--- config.mk ---
export PLATFORM = sky130hd
export DESIGN_NAME = axil_gpio_wr_seq
export DESIGN_NICKNAME = d
export VERILOG_FILES = /design/src/rtl/zcore_axil_pkg.sv /design/src/rtl/axil_gpio_wr_seq.sv
export SDC_FILE = /design/constraint.sdc
export NUM_CORES = 1
export LEC_CHECK = 0
export BUFFER_PORTS_ARGS = -buffer_cell sky130_fd_sc_hd__buf_2
export CAP_MARGIN = 30
export CORE_AREA = 2 2 148 114
export DETAILED_ROUTE_END_ITERATION = 8
export DIE_AREA = 0 0 150 116
export PLACE_DENSITY = 0.59
export SETUP_SLACK_MARGIN = 0.15
export SLEW_MARGIN = 30
export SYNTH_ARGS = -nofsm -noshare
export SYNTH_HDL_FRONTEND = slang
export SYNTH_SLANG_ARGS = --single-unit
--- constraint.sdc ---
create_clock -name clk -period 2.49 [get_ports clk]
set_clock_uncertainty 0.1 [all_clocks]
set_input_delay 0.1245 -clock clk [delete_from_list [all_inputs] [get_ports clk]]
set_output_delay 0.1245 -clock clk [all_outputs]
set_load 0.01 [all_outputs]
--- src/rtl/zcore_axil_pkg.sv ---
// Shared AXI-Lite definitions: response codes and axil_gpio register map.
package zcore_axil_pkg;

    localparam logic [1:0] AXI_RESP_OKAY   = 2'b00;
    localparam logic [1:0] AXI_RESP_SLVERR = 2'b10;

    localparam logic [7:0] GPIO_DATA_LO = 8'h00;
    localparam logic [7:0] GPIO_DATA_HI = 8'h04;
    localparam logic [7:0] GPIO_DIR_LO  = 8'h08;
    localparam logic [7:0] GPIO_DIR_HI  = 8'h0C;

    // EXOKAY is not an AXI-Lite code, so anything but OKAY counts as a failure.
    function automatic logic resp_is_err(input logic [1:0] resp);
        return resp != AXI_RESP_OKAY;
    endfunction

endpackage

--- src/rtl/axil_gpio_wr_seq.sv ---
// Command-driven AXI-Lite write sequencer for bit-banging axil_gpio pins:
// one write per command, wait for B, then idle for the command's delay.
module axil_gpio_wr_seq
    import zcore_axil_pkg::*;
#(
    parameter int DATA_WIDTH  = 32,
    parameter int ADDR_WIDTH  = 32,
    parameter int STRB_WIDTH  = DATA_WIDTH / 8,
    parameter int DELAY_WIDTH = 16
) (
    input  logic                   clk,
    input  logic                   rst,

    input  logic                   cmd_valid,
    output logic                   cmd_ready,
    input  logic [ADDR_WIDTH-1:0]  cmd_addr,
    input  logic [DATA_WIDTH-1:0]  cmd_data,
    input  logic [STRB_WIDTH-1:0]  cmd_strb,
    input  logic [DELAY_WIDTH-1:0] cmd_delay,

    output logic [ADDR_WIDTH-1:0]  m_axil_awaddr,
    output logic [2:0]             m_axil_awprot,
    output logic                   m_axil_awvalid,
    input  logic                   m_axil_awready,
    output logic [DATA_WIDTH-1:0]  m_axil_wdata,
    output logic [STRB_WIDTH-1:0]  m_axil_wstrb,
    output logic                   m_axil_wvalid,
    input  logic                   m_axil_wready,
    input  logic [1:0]             m_axil_bresp,
    input  logic                   m_axil_bvalid,
    output logic                   m_axil_bready,

    output logic                   busy,
    output logic                   err
);

    typedef enum logic [1:0] {
        ST_IDLE = 2'd0,
        ST_SEND = 2'd1,
        ST_RESP = 2'd2,
        ST_WAIT = 2'd3
    } state_t;

    state_t                 state;
    logic                   aw_done;
    logic                   w_done;
    logic [DELAY_WIDTH-1:0] delay_q;
    logic [DELAY_WIDTH-1:0] count;

    logic aw_hs;
    logic w_hs;
    logic aw_fin;
    logic w_fin;

    assign aw_hs  = m_axil_awvalid & m_axil_awready;
    assign w_hs   = m_axil_wvalid & m_axil_wready;
    assign aw_fin = aw_done | aw_hs;
    assign w_fin  = w_done | w_hs;

    assign m_axil_awprot = 3'b000;

    always_ff @(posedge clk or negedge rst) begin
        if (!rst) begin
            state          <= ST_IDLE;
            cmd_ready      <= 1'b1;
            busy           <= 1'b0;
            err            <= 1'b0;
            m_axil_awvalid <= 1'b0;
            m_axil_wvalid  <= 1'b0;
            m_axil_bready  <= 1'b0;
            m_axil_awaddr  <= '0;
            m_axil_wdata   <= '0;
            m_axil_wstrb   <= '0;
            delay_q        <= '0;
            count          <= '0;
            aw_done        <= 1'b0;
            w_done         <= 1'b0;
        end else begin
            err <= 1'b0;
            case (state)
                ST_IDLE: begin
                    if (cmd_valid) begin
                        m_axil_awaddr  <= cmd_addr;
                        m_axil_wdata   <= cmd_data;
                        m_axil_wstrb   <= cmd_strb;
                        delay_q        <= cmd_delay;
                        m_axil_awvalid <= 1'b1;
                        m_axil_wvalid  <= 1'b1;
                        aw_done        <= 1'b0;
                        w_done         <= 1'b0;
                        cmd_ready      <= 1'b0;
                        busy           <= 1'b1;
                        state          <= ST_SEND;
                    end
                end

                // AW and W complete independently; B is only opened once both have.
                ST_SEND: begin
                    if (aw_hs) m_axil_awvalid <= 1'b0;
                    if (w_hs)  m_axil_wvalid  <= 1'b0;
                    aw_done <= aw_fin;
                    w_done  <= w_fin;
                    if (aw_fin && w_fin) begin
                        m_axil_bready <= 1'b1;
                        state         <= ST_RESP;
                    end
                end

                ST_RESP: begin
                    if (m_axil_bvalid) begin
                        m_axil_bready <= 1'b0;
                        err           <= resp_is_err(m_axil_bresp);
                        if (delay_q == '0) begin
                            cmd_ready <= 1'b1;
                            busy      <= 1'b0;
                            state     <= ST_IDLE;
                        end else begin
                            count <= delay_q;
                            state <= ST_WAIT;
                        end
                    end
                end

                // Entered with count=delay, so exactly `delay` cycles are spent here.
                ST_WAIT: begin
                    if (count == DELAY_WIDTH'(1)) begin
                        cmd_ready <= 1'b1;
                        busy      <= 1'b0;
                        state     <= ST_IDLE;
                    end else begin
                        count <= count - DELAY_WIDTH'(1);
                    end
                end

                default: begin
                    cmd_ready      <= 1'b1;
                    busy           <= 1'b0;
                    m_axil_awvalid <= 1'b0;
                    m_axil_wvalid  <= 1'b0;
                    m_axil_bready  <= 1'b0;
                    state          <= ST_IDLE;
                end
            endcase
        end
    end

endmodule

==> Flow_metrics.wiki, run 1 <==
{| class="wikitable"
! Metric !! Value
|-
| Source-to-sink clock delay at the later pin of the worst-skew pair || 350 ps
|-
| Area growth, synth to finish || 49.4%
|-
| Async set-reset flop share out of synthesis || 1.00
|-
| Seq cells post-synth || 110
|-
| Arrival time worst endpoint || 2240 ps
|-
| Inserted Clock Buffers || 9
|-
| Most frequently used flop master after synthesis || dfrtp_1
|-
| Post-synthesis instance total || 369
|-
| Layout fillers || 1466
|-
| Post-synth EDFFs || 0
|-
| Critical path launch point type || flip-flop
|-
| Die height || 116 um
|-
| Register area share after synthesis || 0.584
|-
| Power density over cell area || 1190 mW/mm^2
|-
| Start-to-end type of the worst setup path || reg -> reg
|-
| TritonCTS sink count || 110
|-
| Worst R2R Setup Slack || 380 ps
|-
| Max_cap viols || 0
|-
| TritonCTS clock tree || built
|-
| Clock buffer depth || 2
|-
| Clock root buffer || clkbuf_16
|-
| Total track usage || 0.146
|-
| Cell with the largest stage delay on the worst path || nor4_2
|-
| Clock transition time at the flip-flop clock pins of the worst setup and hold paths || 80 ps
|-
| Synth top area share || 0.578
|-
| Via count normalized by instance count || 4.57
|-
| Status || finished, final reports clean
|-
| Hold Violations, Final || 0
|-
| Total of cells resized after clock tree synthesis || 0
|-
| Placeable core region || 0.0158 mm^2
|-
| Worst setup slack after layout || 380 ps
|-
| First-pass iteration count of the detailed router || 4
|-
| Nets || 725
|-
| Count of boundary I/O pins || 169
|-
| Cell Rows || 40
|-
| Global-route wire length before repair || 20200 um
|-
| Nature of the critical path endpoint || flip-flop
|-
| Starting utilization of the core area || 0.298
|-
| Type of the tightest min-delay check || in -> reg
|-
| Family with the most delay on the worst path || simple AND/OR/NAND/NOR gates
|-
| # placed instances || 736
|-
| Post-route setup TNS || 0 ps
|-
| Number of buffers and inverters on the critical path || 1
|-
| Diodes inserted || 0
|-
| Via count || 3869
|-
| Post-route minimum period || 2110 ps
|-
| Biggest cell delay along the critical path || 520 ps
|-
| DRC viols || 0
|-
| Period Utilization, post-route || 0.847
|-
| Average wire per cell in the routed design || 14.7 um
|-
| Post-detailed-routing wire length || 12400 um
|-
| Routability Congestion || 0.859
|-
| Starting DRC count in detailed routing || 201
|-
| Most common cell after layout, fill and taps aside || buf_2
|-
| Top library cells by usage in the layout, fill and taps aside || 164 x buf_2, 109 x dfrtp_1, 90 x dlygate4sd3_1, 84 x mux2_2, 34 x nor2_1
|-
| Share of layout cells above drive strength 1 || 0.458
|-
| Slew @ Worst Pin || 633 ps
|-
| Grt ovf || 0
|-
| Detailed Place HPWL || 8170 um
|-
| Required time of the critical path || 2620 ps
|-
| H-tree levels || 3
|-
| Max-slew violations || 0
|-
| Floorplan die area || 0.0174 mm^2
|-
| Antenna violations before repair || 0
|-
| Die Width || 150 um
|-
| Number of buffers inserted by port buffering || 165
|-
| Leakage power figure || 0.00322 uW
|-
| Upper clock frequency limit || 474 MHz
|-
| Slew headroom || 0.578
|-
| Number of global-route vias before repair || 4156
|-
| Post-Place Setup Slack || 266 ps
|-
| Synth area leaders || dfrtp_1 58%, mux2_2 20%, nor2_1 2.8%, a21oi_1 2.0%, o22a_1 1.5%
|-
| Cell-by-cell trace of the critical path || nor4_2, nand4_2, a2bb2oi_4, buf_4, o21ba_1, o22a_1
|-
| Library cell occupying the most area in the post-synthesis netlist || dfrtp_1
|-
| Max IR drop VDD || 0.538 mV
|-
| Cell area after synthesis || 0.00472 mm^2
|-
| Layout Cells excl Fill || 846
|-
| Largest net degree at the start of global routing || 50
|-
| Count of warnings emitted by yosys || 0
|-
| Total setup violations reported at the end of the flow || 0
|-
| Per-instance average area after synthesis || 12.8 um^2
|-
| Worst-path maximum fanout || 7
|-
| Residual antenna-violating net count after detailed routing || 0
|-
| Count of cell types in the netlist || 42
|-
| RSZ-0062 raised after global routing || no
|}
==> per-stage QoR <==
stage | area (um^2) | utilization | hold WS, ps | power [uW]
global placement | 5830 | 0.368 | 68.2 | 6640
global route | 7050 | 0.446 | 144 | 8950
detailed placement | 5830 | 0.368 | 76.6 | 6790
finish | 7050 | 0.446 | 126 | 8360
floorplan | 4720 | - | -271 | 5470
CTS | 7020 | 0.444 | 107 | 8350
==> layer usage <==
layer / up-vias / track usage / wire (um) / share of wire
met1: 1885 / 0.180 / 5210 / 0.42
met5: - / 0 / 0 / 0
li1: 1845 / - / - / -
met4: 0 / 0.0585 / 253 / 0.020
met2: 121 / 0.255 / 6450 / 0.52
met3: 18 / 0.0291 / 505 / 0.041
==> sequential cells by signal, indices dropped and copies added (netlist names) <==
name / flops
busy: 1
state: 2
m_axil_awvalid: 1
w_done: 1
m_axil_wvalid: 1
m_axil_bready: 1
m_axil_wstrb: 4
delay_q: 16
err: 1
aw_done: 1
m_axil_wdata: 32
m_axil_awaddr: 32
cmd_ready: 1
count: 16
==> path summary, 6_finish.rpt <==
check	start	end	cells after the start
worst min-delay path	cmd_valid	m_axil_wvalid	4
worst max register to register	count[8]	count[10]	6
max in group asynchronous	rst	count[0]	3
min in group asynchronous	rst	m_axil_awaddr[10]	2
worst min register to register	m_axil_awaddr[12]	m_axil_awaddr[12]	1
worst max-delay path	count[8]	count[10]	6
==> final cells by class <==
type / instances / area (um^2) / area share
well taps: 210 / 263 / 0.0373
clock buffers: 10 / 239 / 0.0339
clock inverters: 6 / 51.3 / 0.00728
flip-flops and latches: 110 / 2750 / 0.391
multi-input cells: 232 / 1830 / 0.259
repair buffers: 271 / 1890 / 0.268
inverters: 7 / 26.3 / 0.00373
==> cell families after synthesis <==
kind of cell / share of synthesized area
other cells: 0.000795
mux: 0.201
buf+inv: 0.0321
compound gates: 0.0974
flops: 0.584
fa+ha+maj: 0.00530
simple gates: 0.0801
==> worst reg2reg max path, stage by stage (launching register included) <==
cell	delay, ps
dfrtp_1	430
nor4_2	520
nand4_2	210
a2bb2oi_4	240
buf_4	180
o21ba_1	150
o22a_1	170
==> Yosys cell counts, types with 5 or more instances <==
cell type	instances
a21oi_1	19
a31oi_1	7
buf_2	10
dfrtp_1	109
inv_1	7
mux2_2	84
nand2_1	10
nor2_1	35
nor4_1	5
o21ai_0	10
o21ai_1	9
o22a_1	8
==> power breakdown <==
| group | switching, uW | internal [uW] | total, uW |
|---|---|---|---|
| clock network | 685 | 725 | 1410 |
| registers | 652 | 2700 | 3360 |
| logic | 1740 | 1860 | 3590 |
==> repair_timing <==
action                                  4_1_cts  5_1_grt
endpoints found under the hold margin       134        0
setup buffers                                 0        4
hold buffers                                 90        0
endpoints found under the setup margin        0        5
No activity file was read; power rests on OpenSTA's default activity.
==> run 2, diff against run 1 <==
==> constraint.sdc (replaced) <==
create_clock -name clk -period 2.1 [get_ports clk]
set_clock_uncertainty 0.1 [all_clocks]
set_input_delay 0.105 -clock clk [delete_from_list [all_inputs] [get_ports clk]]
set_output_delay 0.105 -clock clk [all_outputs]
set_load 0.01 [all_outputs]
==> run 2 against run 1 <==
  * Final cell count grew 1.4%
  * Via count grew 0.75%
  * Worst setup slack lost 180 ps
  * Clock power grew 23%
  * First-iteration DRC count shrank 25%
  * Critical path type unchanged
  * Largest cell class unchanged
  * Largest power group unchanged
==> Flow_metrics.wiki, run 2 (synthesized netlist as in run 1, its figures left out) <==
{| class="wikitable"
! Metric !! Value
|-
| Leakage power figure || 0.00331 uW (+2.8%)
|-
| Post-Place Setup Slack || 88.7 ps (-178 ps)
|-
| Total setup violations reported at the end of the flow || 0 (unchanged)
|-
| Die Width || 150 um (unchanged)
|-
| Critical path launch point type || flip-flop
|-
| DRC viols || 0 (unchanged)
|-
| Upper clock frequency limit || 527 MHz (+11%)
|-
| Worst setup slack after layout || 203 ps (-177 ps)
|-
| Max-slew violations || 0 (unchanged)
|-
| Antenna violations before repair || 0 (unchanged)
|-
| # placed instances || 746 (+1.4%)
|-
| Nature of the critical path endpoint || flip-flop
|-
| TritonCTS sink count || 110 (unchanged)
|-
| Worst-path maximum fanout || 8 (+1)
|-
| Average wire per cell in the routed design || 14.5 um (-1.2%)
|-
| Grt ovf || 0 (unchanged)
|-
| Clock transition time at the flip-flop clock pins of the worst setup and hold paths || 70 ps (about the same)
|-
| Count of boundary I/O pins || 169 (unchanged)
|-
| Cell-by-cell trace of the critical path || nor4_2, and4_4, a2bb2oi_4, buf_12, o21ba_4, o22a_1
|-
| Top flop regs || m_axil_awaddr x32, m_axil_wdata x32
|-
| Cell Rows || 40 (unchanged)
|-
| Nets || 737 (+1.7%)
|-
| Total track usage || 0.143 (-0.00334)
|-
| Type of the tightest min-delay check || in -> reg
|-
| Power density over cell area || 1410 mW/mm^2 (+19%)
|-
| Seq. cell area || 0.00275 mm^2 (unchanged)
|-
| Post-detailed-routing wire length || 12400 um (+0.19%)
|-
| Source-to-sink clock delay at the later pin of the worst-skew pair || 350 ps (about the same)
|-
| Max IR drop VDD || 0.673 mV (+25%)
|-
| Layout Cells excl Fill || 858 (+1.4%)
|-
| Starting utilization of the core area || 0.298 (unchanged)
|-
| Diodes inserted || 0 (unchanged)
|-
| H-tree levels || 3 (unchanged)
|-
| Layout fillers || 1449 (-1.2%)
|-
| Starting DRC count in detailed routing || 151 (-25%)
|-
| Max_cap viols || 0 (unchanged)
|-
| Status || finished, final reports clean
|-
| Arrival time worst endpoint || 2040 ps (-200 ps)
|-
| Via count || 3898 (+0.75%)
|-
| Area growth, synth to finish || 54.6%
|-
| Via count normalized by instance count || 4.54 (-0.66%)
|-
| Worst R2R Setup Slack || 200 ps (-180 ps)
|-
| Largest net degree at the start of global routing || 60 (+20%)
|-
| Die height || 116 um (unchanged)
|-
| Cell with the largest stage delay on the worst path || dfrtp_1
|-
| Clock root buffer || clkbuf_16
|-
| Most common cell after layout, fill and taps aside || buf_2
|-
| First-pass iteration count of the detailed router || 4 (unchanged)
|-
| Top library cells by usage in the layout, fill and taps aside || 164 x buf_2, 109 x dfrtp_1, 90 x dlygate4sd3_1, 84 x mux2_2, 34 x nor2_1
|-
| Detailed Place HPWL || 8170 um (about the same)
|-
| Period Utilization, post-route || 0.903 (+0.0560)
|-
| Post-route minimum period || 1900 ps (-213 ps)
|-
| Total area of multi-input combinational cells || 0.00192 mm^2 (+5.3%)
|-
| Hold Violations, Final || 0 (unchanged)
|-
| Required time of the critical path || 2240 ps (-380 ps)
|-
| TritonCTS clock tree || built
|-
| Placeable core region || 0.0158 mm^2 (unchanged)
|-
| Biggest cell delay along the critical path || 400 ps (-120 ps)
|-
| Number of global-route vias before repair || 4041 (-2.8%)
|-
| Start-to-end type of the worst setup path || reg -> reg
|-
| Share of layout cells above drive strength 1 || 0.486 (+0.0286)
|-
| Residual antenna-violating net count after detailed routing || 0 (unchanged)
|-
| Global-route wire length before repair || 19600 um (-2.9%)
|-
| Inserted Clock Buffers || 9 (unchanged)
|-
| Routability Congestion || 0.816 (-5.0%)
|-
| RSZ-0062 raised after global routing || yes
|-
| Clock buffer depth || 2 (unchanged)
|-
| Floorplan die area || 0.0174 mm^2 (unchanged)
|-
| Post-route setup TNS || 0 ps (unchanged)
|-
| Number of buffers inserted by port buffering || 165 (unchanged)
|}
[run 2: layout make-up]
class	count	share of cell area
multi-input combinational	232	0.264
tap	210	0.0360
timing repair buffer	283	0.278
inverter	7	0.00360
sequential	110	0.378
clock buffer	11	0.0333
clock inverter	5	0.00772
[run 2: worst max-delay path: cells and delay by family (launching register included)]
kind / cells / cell delay, ps
and+or+nand+nor: 2 / 610
buffers and inverters: 1 / 160
DFF: 1 / 400
AOI/OAI and AO/OA: 3 / 520
[run 2: path summary, 6_finish.rpt]
kind / from / to / cells after the start
min: cmd_valid / m_axil_awvalid / 4
min in group asynchronous: rst / m_axil_awaddr[10] / 2
max in group asynchronous: rst / cmd_ready / 3
max: delay_q[8] / count[10] / 6
min reg2reg: m_axil_awaddr[4] / m_axil_awaddr[4] / 1
max reg2reg: delay_q[8] / count[10] / 6
[run 2: stage by stage]
stage | total power, uW | hold slack [ps] | util | area [um^2]
floorplan | 6490 | -291 | - | 4720
CTS | 10100 | 84.9 | 0.452 | 7150
global placement | 8030 | -31.9 | 0.374 | 5910
finish | 10300 | 104 | 0.461 | 7290
global route | 11000 | 119 | 0.461 | 7290
detailed placement | 8140 | -29.6 | 0.374 | 5910
[run 2: what timing repair did]
action                                  4_1_cts  5_1_grt
hold buffers                                 90        0
endpoints found under the setup margin        8       13
gates cloned                                  0        2
resized for setup                             7       12
hold endpoints to repair                    199        0
setup buffers                                 0        4
pin swaps                                     1        9
[run 2: power breakdown]
part	internal (uW)	switching (uW)	leakage [uW]
Combinational	2440	2140	0.00186
Clock	960	782	0.000146
Sequential	3210	783	0.00130
[run 2: layer usage]
metal  track usage  up-vias  wire length, um
met5             0        -                0
met1         0.171     1905             5200
met3        0.0433        6              657
li1              -     1865                -
met2         0.253      122             6480
met4        0.0384        0              101
